==> config.mk <==
export PLATFORM = sky130hd
export DESIGN_NAME = traffic_phase_timer
export DESIGN_NICKNAME = d
export VERILOG_FILES = /design/src/rtl/traffic_phase_timer.sv
export SDC_FILE = /design/constraint.sdc
export NUM_CORES = 1
export LEC_CHECK = 0
export ABC_AREA = 1
export CORE_AREA = 2 2 103 105
export DETAILED_ROUTE_END_ITERATION = 8
export DIE_AREA = 0 0 105 107
export GPL_ROUTABILITY_DRIVEN = 0
export PLACE_DENSITY_LB_ADDON = 0.12
export SLEW_MARGIN = 0
export SYNTH_ARGS = -nofsm -noshare
export SYNTH_HDL_FRONTEND = slang
export SYNTH_SLANG_ARGS = --single-unit
==> constraint.sdc <==
create_clock -name i_clk -period 1.95 [get_ports i_clk]
set_input_delay 0.195 -clock i_clk [delete_from_list [all_inputs] [get_ports i_clk]]
set_output_delay 0.195 -clock i_clk [all_outputs]
set_load 0.01 [all_outputs]
==> src/rtl/traffic_phase_timer.sv <==
// Phase timer for the traffic-light controller: times green/yellow in prescaled ticks and
// requests a direction swap. Optional feature macro: PED_REQUEST_EN (pedestrian green cut).
module traffic_phase_timer #(
  parameter int TICK_DIV      = 1000,
  parameter int GREEN_TICKS   = 30,
  parameter int YELLOW_TICKS  = 4,
  parameter int PED_MIN_TICKS = 10,
  parameter int CNT_W         = 16
) (
  input  logic       i_clk,
  input  logic       i_nreset,
  input  logic       i_countEnable,
`ifdef PED_REQUEST_EN
  input  logic       i_pedReq,
`endif
  output logic       o_newState,
  output logic       o_nextLight,
  output logic [2:0] o_phase
);

  typedef enum logic [2:0] {
    KICK    = 3'd0,
    WAIT_LO = 3'd1,
    WAIT_HI = 3'd2,
    GREEN   = 3'd3,
    YELLOW  = 3'd4,
    SWITCH  = 3'd5
  } state_t;

  localparam logic [CNT_W-1:0] TICK_LAST   = CNT_W'(TICK_DIV - 1);
  localparam logic [CNT_W-1:0] GREEN_LAST  = CNT_W'(GREEN_TICKS - 1);
  localparam logic [CNT_W-1:0] YELLOW_LAST = CNT_W'(YELLOW_TICKS - 1);
  localparam logic [CNT_W-1:0] CNT_ZERO    = {CNT_W{1'b0}};
  localparam logic [CNT_W-1:0] CNT_ONE     = {{(CNT_W-1){1'b0}}, 1'b1};

  generate
    if (PED_MIN_TICKS < 1 || PED_MIN_TICKS > GREEN_TICKS) begin : g_cfg_err
      $error("traffic_phase_timer: PED_MIN_TICKS must lie in 1..GREEN_TICKS");
    end
  endgenerate

  state_t           state_r, next_state_s;
  logic [CNT_W-1:0] tick_cnt_r, tick_cnt_s;
  logic [CNT_W-1:0] phase_cnt_r, phase_cnt_s;
  logic             counting_s, tick_s, green_done_s;

`ifdef PED_REQUEST_EN
  localparam logic [CNT_W-1:0] PED_LAST = CNT_W'(PED_MIN_TICKS - 1);
  logic ped_latch_r, ped_latch_s;

  // Green may be cut on any tick once a request is latched and the minimum green has run.
  always_comb begin
    green_done_s = tick_s && ((phase_cnt_r == GREEN_LAST) ||
                              (ped_latch_r && (phase_cnt_r >= PED_LAST)));
  end

  // Sticky pedestrian latch: armed only during GREEN, dropped when YELLOW is entered.
  always_comb begin
    ped_latch_s = ped_latch_r;
    if (state_r == GREEN) begin
      if (next_state_s == YELLOW) begin
        ped_latch_s = 1'b0;
      end else if (i_pedReq) begin
        ped_latch_s = 1'b1;
      end else begin
        ped_latch_s = ped_latch_r;
      end
    end else begin
      ped_latch_s = ped_latch_r;
    end
  end

  // Pedestrian latch register.
  always_ff @(posedge i_clk or negedge i_nreset) begin
    if (!i_nreset) begin
      ped_latch_r <= 1'b0;
    end else begin
      ped_latch_r <= ped_latch_s;
    end
  end
`else
  // Green always runs its full length.
  always_comb begin
    green_done_s = tick_s && (phase_cnt_r == GREEN_LAST);
  end
`endif

  // Next-state and counter logic; counters freeze whenever the enable is low.
  always_comb begin
    next_state_s = state_r;
    tick_cnt_s   = tick_cnt_r;
    phase_cnt_s  = phase_cnt_r;
    counting_s   = ((state_r == GREEN) || (state_r == YELLOW)) && i_countEnable;
    tick_s       = counting_s && (tick_cnt_r == TICK_LAST);

    if (counting_s) begin
      if (tick_s) begin
        tick_cnt_s  = CNT_ZERO;
        phase_cnt_s = phase_cnt_r + CNT_ONE;
      end else begin
        tick_cnt_s  = tick_cnt_r + CNT_ONE;
      end
    end else begin
      tick_cnt_s = tick_cnt_r;
    end

    case (state_r)
      KICK:    next_state_s = SWITCH;
      SWITCH:  next_state_s = WAIT_LO;
      WAIT_LO: begin
        if (!i_countEnable) begin
          next_state_s = WAIT_HI;
        end else begin
          next_state_s = WAIT_LO;
        end
      end
      WAIT_HI: begin
        if (i_countEnable) begin
          next_state_s = GREEN;
          tick_cnt_s   = CNT_ZERO;
          phase_cnt_s  = CNT_ZERO;
        end else begin
          next_state_s = WAIT_HI;
        end
      end
      GREEN: begin
        if (green_done_s) begin
          next_state_s = YELLOW;
          phase_cnt_s  = CNT_ZERO;
        end else begin
          next_state_s = GREEN;
        end
      end
      YELLOW: begin
        if (tick_s && (phase_cnt_r == YELLOW_LAST)) begin
          next_state_s = SWITCH;
          phase_cnt_s  = CNT_ZERO;
        end else begin
          next_state_s = YELLOW;
        end
      end
      default: begin
        next_state_s = KICK;
        tick_cnt_s   = CNT_ZERO;
        phase_cnt_s  = CNT_ZERO;
      end
    endcase
  end

  // State, counters and outputs; outputs are decoded from the next state so they align with it.
  always_ff @(posedge i_clk or negedge i_nreset) begin
    if (!i_nreset) begin
      state_r     <= KICK;
      tick_cnt_r  <= CNT_ZERO;
      phase_cnt_r <= CNT_ZERO;
      o_newState  <= 1'b0;
      o_nextLight <= 1'b0;
      o_phase     <= 3'd0;
    end else begin
      state_r     <= next_state_s;
      tick_cnt_r  <= tick_cnt_s;
      phase_cnt_r <= phase_cnt_s;
      o_newState  <= (next_state_s == SWITCH);
      o_nextLight <= (next_state_s == YELLOW);
      o_phase     <= next_state_s;
    end
  end

endmodule

==> metrics.md, run 1 <==
| Metric | Value |
|---|---|
| Status | finished, final reports clean |
| Root Driver | clkbuf_8 |
| GRT Util Overall | 0.158 |
| Logic pwr share | 0.437 |
| Crit start category | flip-flop |
| WP data required | 2.14 ns |
| Sequential fraction of the synthesis area | 0.312 |
| Leak | 1.66 nW |
| Final ANT Viol Nets | 0 |
| Max IR drop VDD | 0.407 mV |
| Power per Cell Area | 790 nW/µm² |
| Clock transition at path regs | around 0.080 ns |
| CORE AREA | 10,100 µm² |
| Antenna Cells | 0 |
| Fin Setup TNS | 0 ns |
| Total power | 2.69 mW |
| Min-delay worst type | in -> async |
| # Max-Cap Violations | 0 |
| Psw | 1.16 mW |
| Worst setup startpoint | tick_cnt_r[1] |
| Met1 Use GR | 0.232 |
| # rows | 37 |
| Routing usage on met2 | 0.239 |
| Yosys cell types | 27 |
| Die area | 11,200 µm² |
| DR DRC count | 0 |
| Number of CTS-inserted buffers | 5 |
| Slew @ Worst Pin | 0.587 ns |
| Part of the cycle the worst path needs | 0.922 |
| Worst Hold Margin | 0.278 ns |
| Vias in the first global route | 2,723 |
| Vias | ~3,000 |
| FF-to-FF Start | tick_cnt_r[1] |
| Setup violations, final | 0 |
| Post-synth EDFFs | 0 |
| TritonCTS clock tree | built |
| FF+latch count, synth | 37 |
| Critical path fanouts, max | 6 |
| Sequential share of power | 0.369 |
| Ratio of cells with drive above 1 in the final layout | 0.0942 |
| Initial antenna violation count | 0 |
| Slew Viols, Final | 0 |
| CP Cell Sequence | ha_2 > nand2_1 > inv_1 > nand2_1 > nor2_1 > nand2_2 > nor2_8 > nand2_1 > nand2_1 > nand3_4 > nand2_1 > nand2_1 |
| # IOs | 8 |
| Gr busiest metal | met2 |
| Commonest non-fill, non-tap cell in the layout | nand2_1 |
| Net Sw Frac | 0.431 |
| Top cell family by delay on the critical path | simple AND/OR/NAND/NOR gates |
| Most frequent CP cell | nand2_1 |
| Number of H-tree levels | 2 |
| Pre-antenna DRT Iters | 4 |
| Slew headroom | 0.608 |
| Port buffer count | 7 |
| Grt ovf | 0 |
| Cell Area, Placed | 3240 µm² |
| Global-route wire length before repair | 14,000 µm |
| WP data arrival | 1.99 ns |
| Avg WL per Cell | 13.1 µm |
| Detailed Place HPWL | 6290 µm |
| Cell internal pwr | ~1.5 mW |
| DRT iter0 DRCs | between 200 and 250 |
| Clock Sink Count | 37 |
| Synth Flop Type | dfrtp_1 |
| Syn Area/Cell | 6.19 µm² |
| Clock Latency Late Sink | 0.29 ns |
| Post-Route WL | 8330 µm |
| Clock Path Buffers | 2 |
| Min Tclk post-route | 1.80 ns |
| Area growth from synthesis to layout | 15.0% |
| Post-Syn Instances | between 400 and 500 |
| Largest net degree at the start of global routing | 20 |
| Clk pwr share | 0.194 |
| Final nets | 506 |
| M3 GR Usage | 0.0207 |
| Kind of critical path | reg -> reg |
| Via density | ~4.7 |
| Synth Cell Area | 2970 µm² |
| Die X | 105 µm |
| Final core occ | 0.338 |
| Slowest cell on the critical path | dfrtp_1 |
| Post-Syn Nets | 485 |
| Final hold viol count | 0 |
| Fmax | 0.556 GHz |
| Clk_skew | approximately 0.0067 ns |
| Most frequent cells in the layout | nand2_1, nor2_1, inv_1, nand3_1, dfrtp_1 |
| Setup crit end kind | flip-flop |
| Fin area | 3410 µm² |
| Starting Density | 0.294 |
| Ys async rst share | 1.00 |
| Worst path max stage delay | 0.40 ns |
| Die Height | 107 µm |
| CP bufs+invs | 1 |
| Yosys warnings | 0 |
-- power groups by stage --
stage	Clock [mW]	Combinational (mW)	Sequential (mW)
finish	0.523	1.18	0.995
global placement	0	1.13	1.01
global route	0.584	1.32	1.02
CTS	0.552	1.14	0.996
floorplan	0	0.699	1.02
detailed placement	0	1.14	1.01
-- worst register-to-register path, delay by kind of cell (launching register included) --
kind | cells | cell delay, ns
buffers and inverters | 1 | 0.08
adder cells (fa/ha/maj) | 1 | 0.22
flip-flops | 1 | 0.40
AND/OR/NAND/NOR | 10 | 0.99
-- flip-flops by register name, summed over array words and instances, names as in the netlist --
| register | flops |
|---|---|
| o_newState | 1 |
| o_nextLight | 1 |
| phase_cnt_r | 16 |
| state_r | 3 |
| tick_cnt_r | 16 |
-- through the flow --
stage | cells | setup WS [ns]
after detailed placement | 624 | 0.0510
after global placement | 624 | 0.0953
after global routing | 635 | -0.0186
after floorplan | 479 | 0.356
final | 635 | 0.151
after CTS | 631 | 0.0161
-- cell type report --
type                    instances  area [µm²]
fillers                      1138        6680
clock inverters                 1        5.00
clock buffers                   5        68.8
repair buffers                 27         230
multi-input cells             369        1790
well taps                     136         170
inverters                      60         225
flip-flops and latches         37         926
-- path summary, 6_finish.rpt --
path,to,slack [ns],depth (start not counted)
worst max-delay path,phase_cnt_r[4],0.15,12
worst min-delay path,tick_cnt_r[15],0.28,2
worst max register to register,phase_cnt_r[4],0.15,12
worst min register to register,tick_cnt_r[14],0.56,2
max in group asynchronous,o_newState,1.12,3
min in group i_clk,tick_cnt_r[14],0.56,2
-- routing by layer --
layer | wire [µm] | part of all wire
met4 | 121 | 0.015
met2 | 3520 | 0.42
met3 | 292 | 0.035
met5 | 0 | 0
met1 | 4390 | 0.53
-- cells by family (layout without fill, tap and decap cells) --
group / after synthesis / in the layout / synth area share
AOI/OAI and AO/OA: 37 / 37 / 0.0793
adders and majority gates: 3 / 3 / 0.0127
xor gates and xnor gates: 12 / 12 / 0.0354
and+or+nand+nor: 317 / 317 / 0.461
buffers and inverters: 73 / 93 / 0.0992
DFF: 37 / 37 / 0.312
-- Yosys cell counts (all sizes together), types with 5 or more instances --
| cell type | instances | share of area |
|---|---|---|
| nand3 | 58 | 0.10 |
| o21ai | 16 | 0.027 |
| nand2 | 165 | 0.21 |
| nand4 | 14 | 0.030 |
| buf | 9 | 0.018 |
| xor2 | 11 | 0.032 |
| inv | 59 | 0.075 |
| o22ai | 5 | 0.011 |
| nor2 | 73 | 0.11 |
| dfrtp | 37 | 0.31 |
| o211ai | 13 | 0.033 |
| nor3 | 7 | 0.012 |
-- timing repair --
item                                    CTS  global route
endpoints found under the setup margin    0            21
hold endpoints to repair                  7             0
setup buffers                             0             4
gates resized for setup                   0            11
hold buffers                              1             0
Power figures use the tool's default switching activity.
==> inputs of run 2 (changes only) <==
CAP_MARGIN = 30   (was not set)
RECOVER_POWER = 50   (was not set)
==> run 2 against run 1 <==
Against the previous run:
- final cell count unchanged
- hold slack better by 0.10 ns
- critical path depth unchanged
- power down 0.29%
- worst setup slack better by 0.0023 ns
- die area unchanged
- maximum frequency up 0.13%
- non-clock buffer count unchanged
- final area down 0.22%
- via count unchanged
- sequential cell count unchanged
- utilization down 0.074 points
- critical path type unchanged
- largest cell class unchanged
==> metrics.md, run 2 (synthesis results as in run 1) <==
| Metric | Value |
|---|---|
| Status | finished, final reports clean |
| Root Driver | clkbuf_8 |
| Detailed Place HPWL | 6290 µm (unchanged) |
| Placed insts | 624 (unchanged) |
| WP data arrival | 1.98 ns (about the same) |
| Power per Cell Area | 790 nW/µm² (about the same) |
| Post-Route WL | 8320 µm (about the same) |
| Pre-antenna DRT Iters | 5 (+1) |
| Ratio of cells with drive above 1 in the final layout | 0.0902 (-0.00401) |
| GRT Util Overall | 0.158 (unchanged) |
| Final hold viol count | 0 (unchanged) |
| Worst Hold Margin | 0.379 ns (+0.101 ns) |
| Commonest non-fill, non-tap cell in the layout | nand2_1 |
| DR DRC count | 0 (unchanged) |
| Fin cells | 635 (unchanged) |
| Die Height | 107 µm (unchanged) |
| Port buffer count | 7 (unchanged) |
| Cell internal pwr | 1.53 mW (-0.41%) |
| Clock Latency Late Sink | 0.29 ns (about the same) |
| Die X | 105 µm (unchanged) |
| TritonCTS clock tree | built |
| Psw | 1.16 mW (-0.13%) |
| # rows | 37 (unchanged) |
| Min-delay worst type | in -> async |
| Logic pwr share | 0.436 (about the same) |
| Setup violations, final | 0 (unchanged) |
| Final core occ | 0.337 (-0.000744) |
| Die area | 11,200 µm² (unchanged) |
| Slew @ Worst Pin | 0.628 ns (+0.0409 ns) |
| Final nets | 506 (unchanged) |
| Leak | 1.66 nW (-0.12%) |
| Slew headroom | 0.581 (-0.0269) |
| Vias in the first global route | 2,723 (unchanged) |
| Final ANT Viol Nets | 0 (unchanged) |
| Max IR drop VDD | 0.407 mV (about the same) |
| Crit start category | flip-flop |
| # IOs | 8 (unchanged) |
| Setup crit end kind | flip-flop |
| Sequential share of power | 0.370 (about the same) |
| Most frequent cells in the layout | nand2_1, nor2_1, inv_1, nand3_1, dfrtp_1 |
| Setup WS post-layout | 0.154 ns (+0.00229 ns) |
| Starting Density | 0.294 (unchanged) |
| Cell Area, Placed | 3240 µm² (unchanged) |
| Clk pwr share | 0.195 (about the same) |
| DRT iter0 DRCs | 200 (-1.5%) |
| Initial antenna violation count | 0 (unchanged) |
| Clock Path Buffers | 2 (unchanged) |
| Number of CTS-inserted buffers | 5 (unchanged) |
| Area growth from synthesis to layout | 14.8% |
| Fmax | 0.557 GHz (+0.13%) |
| Via density | 4.70 (unchanged) |
| Fin area | 3400 µm² (-0.22%) |
| Vias | 2,985 (unchanged) |
| Min Tclk post-route | 1.80 ns (-0.00229 ns) |
| Largest net degree at the start of global routing | 20 (unchanged) |
| Clk_skew | 0.00635 ns (-0.000309 ns) |
| Global-route wire length before repair | 14,000 µm (unchanged) |
| Grt ovf | 0 (unchanged) |
| Avg WL per Cell | 13.1 µm (about the same) |
| CORE AREA | 10,100 µm² (unchanged) |
| Clock Sink Count | 37 (unchanged) |
| Clock transition at path regs | 0.08 ns (about the same) |
| Critical path fanouts, max | 6 (unchanged) |
| Place WS | 0.0510 ns (unchanged) |
| Top Registers | phase_cnt_r (16), tick_cnt_r (16), state_r (3) |
| Slew Viols, Final | 0 (unchanged) |
| WP data required | 2.14 ns (about the same) |
| Kind of critical path | reg -> reg |
| Net Sw Frac | 0.432 (+0.000699) |
| Antenna Cells | 0 (unchanged) |
| Number of H-tree levels | 2 (unchanged) |
| # Max-Cap Violations | 0 (unchanged) |
| Part of the cycle the worst path needs | 0.921 (-0.00118) |
-- run 2: changes by cell type in the layout (fill, tap and decap cells not counted) --
cell             previous run  this run
buf_4                      18        16
clkbuf_1                    0         2
clkdlybuf4s50_1             6         4
dlygate4sd3_1               1         3
buf_2                       1         0
clkbuf_2                    0         1
-- run 2: per-layer routing --
metal / vias to the layer above / share of wire / global-route usage
met5: - / 0 / 0
met1: 1364 / 0.53 / 0.232
met4: 0 / 0.015 / 0.0448
met3: 8 / 0.034 / 0.0207
met2: 43 / 0.42 / 0.239
li1: 1570 / - / -
-- run 2: power by group through the flow --
stage | registers, mW | clock network [mW] | logic [mW]
after floorplan | 1.02 | 0 | 0.699
after global placement | 1.01 | 0 | 1.13
after detailed placement | 1.01 | 0 | 1.14
after CTS | 0.996 | 0.552 | 1.14
after global routing | 1.02 | 0.584 | 1.31
final | 0.994 | 0.523 | 1.17
-- run 2: stage by stage --
step | power [mW] | TNS, ns
3_3_place_gp | 2.14 | 0
2_1_floorplan | 1.72 | 0
3_5_place_dp | 2.15 | 0
5_1_grt | 2.91 | -0.0213
6_report | 2.69 | 0
4_1_cts | 2.69 | 0
-- run 2: final cells by class --
cell class | instances | area (µm²)
Fill cell | 1142 | 6690
Clock buffer | 5 | 68.8
Tap cell | 136 | 170
Multi-Input combinational cell | 369 | 1790
Clock inverter | 1 | 5.00
Inverter | 60 | 225
Timing Repair Buffer | 27 | 223
Sequential cell | 37 | 926
-- run 2: critical path, cell delays in order (launching register included) --
cell	delay, ns
dfrtp_1	0.40
ha_2	0.22
nand2_1	0.08
inv_1	0.08
nand2_1	0.07
nor2_1	0.13
nand2_2	0.13
nor2_8	0.16
nand2_1	0.07
nand2_1	0.11
nand3_4	0.11
nand2_1	0.08
nand2_1	0.05
-- run 2: what timing repair did --
item / 4_1_cts / 5_1_grt
hold buffers: 1 / 0
setup buffers: 0 / 4
resized for setup: 0 / 11
hold endpoints to repair: 7 / 0
endpoints found under the setup margin: 0 / 21
-- run 2: path summary, 6_finish.rpt --
check | start | end | slack (ns) | depth (start not counted)
setup / recovery | tick_cnt_r[1] | phase_cnt_r[4] | 0.15 | 12
hold / removal | i_nreset | tick_cnt_r[15] | 0.38 | 2
setup reg to reg | tick_cnt_r[1] | phase_cnt_r[4] | 0.15 | 12
hold reg to reg | tick_cnt_r[14] | tick_cnt_r[14] | 0.57 | 2
max in group asynchronous | i_nreset | o_newState | 0.64 | 3
min in group i_clk | tick_cnt_r[14] | tick_cnt_r[14] | 0.57 | 2
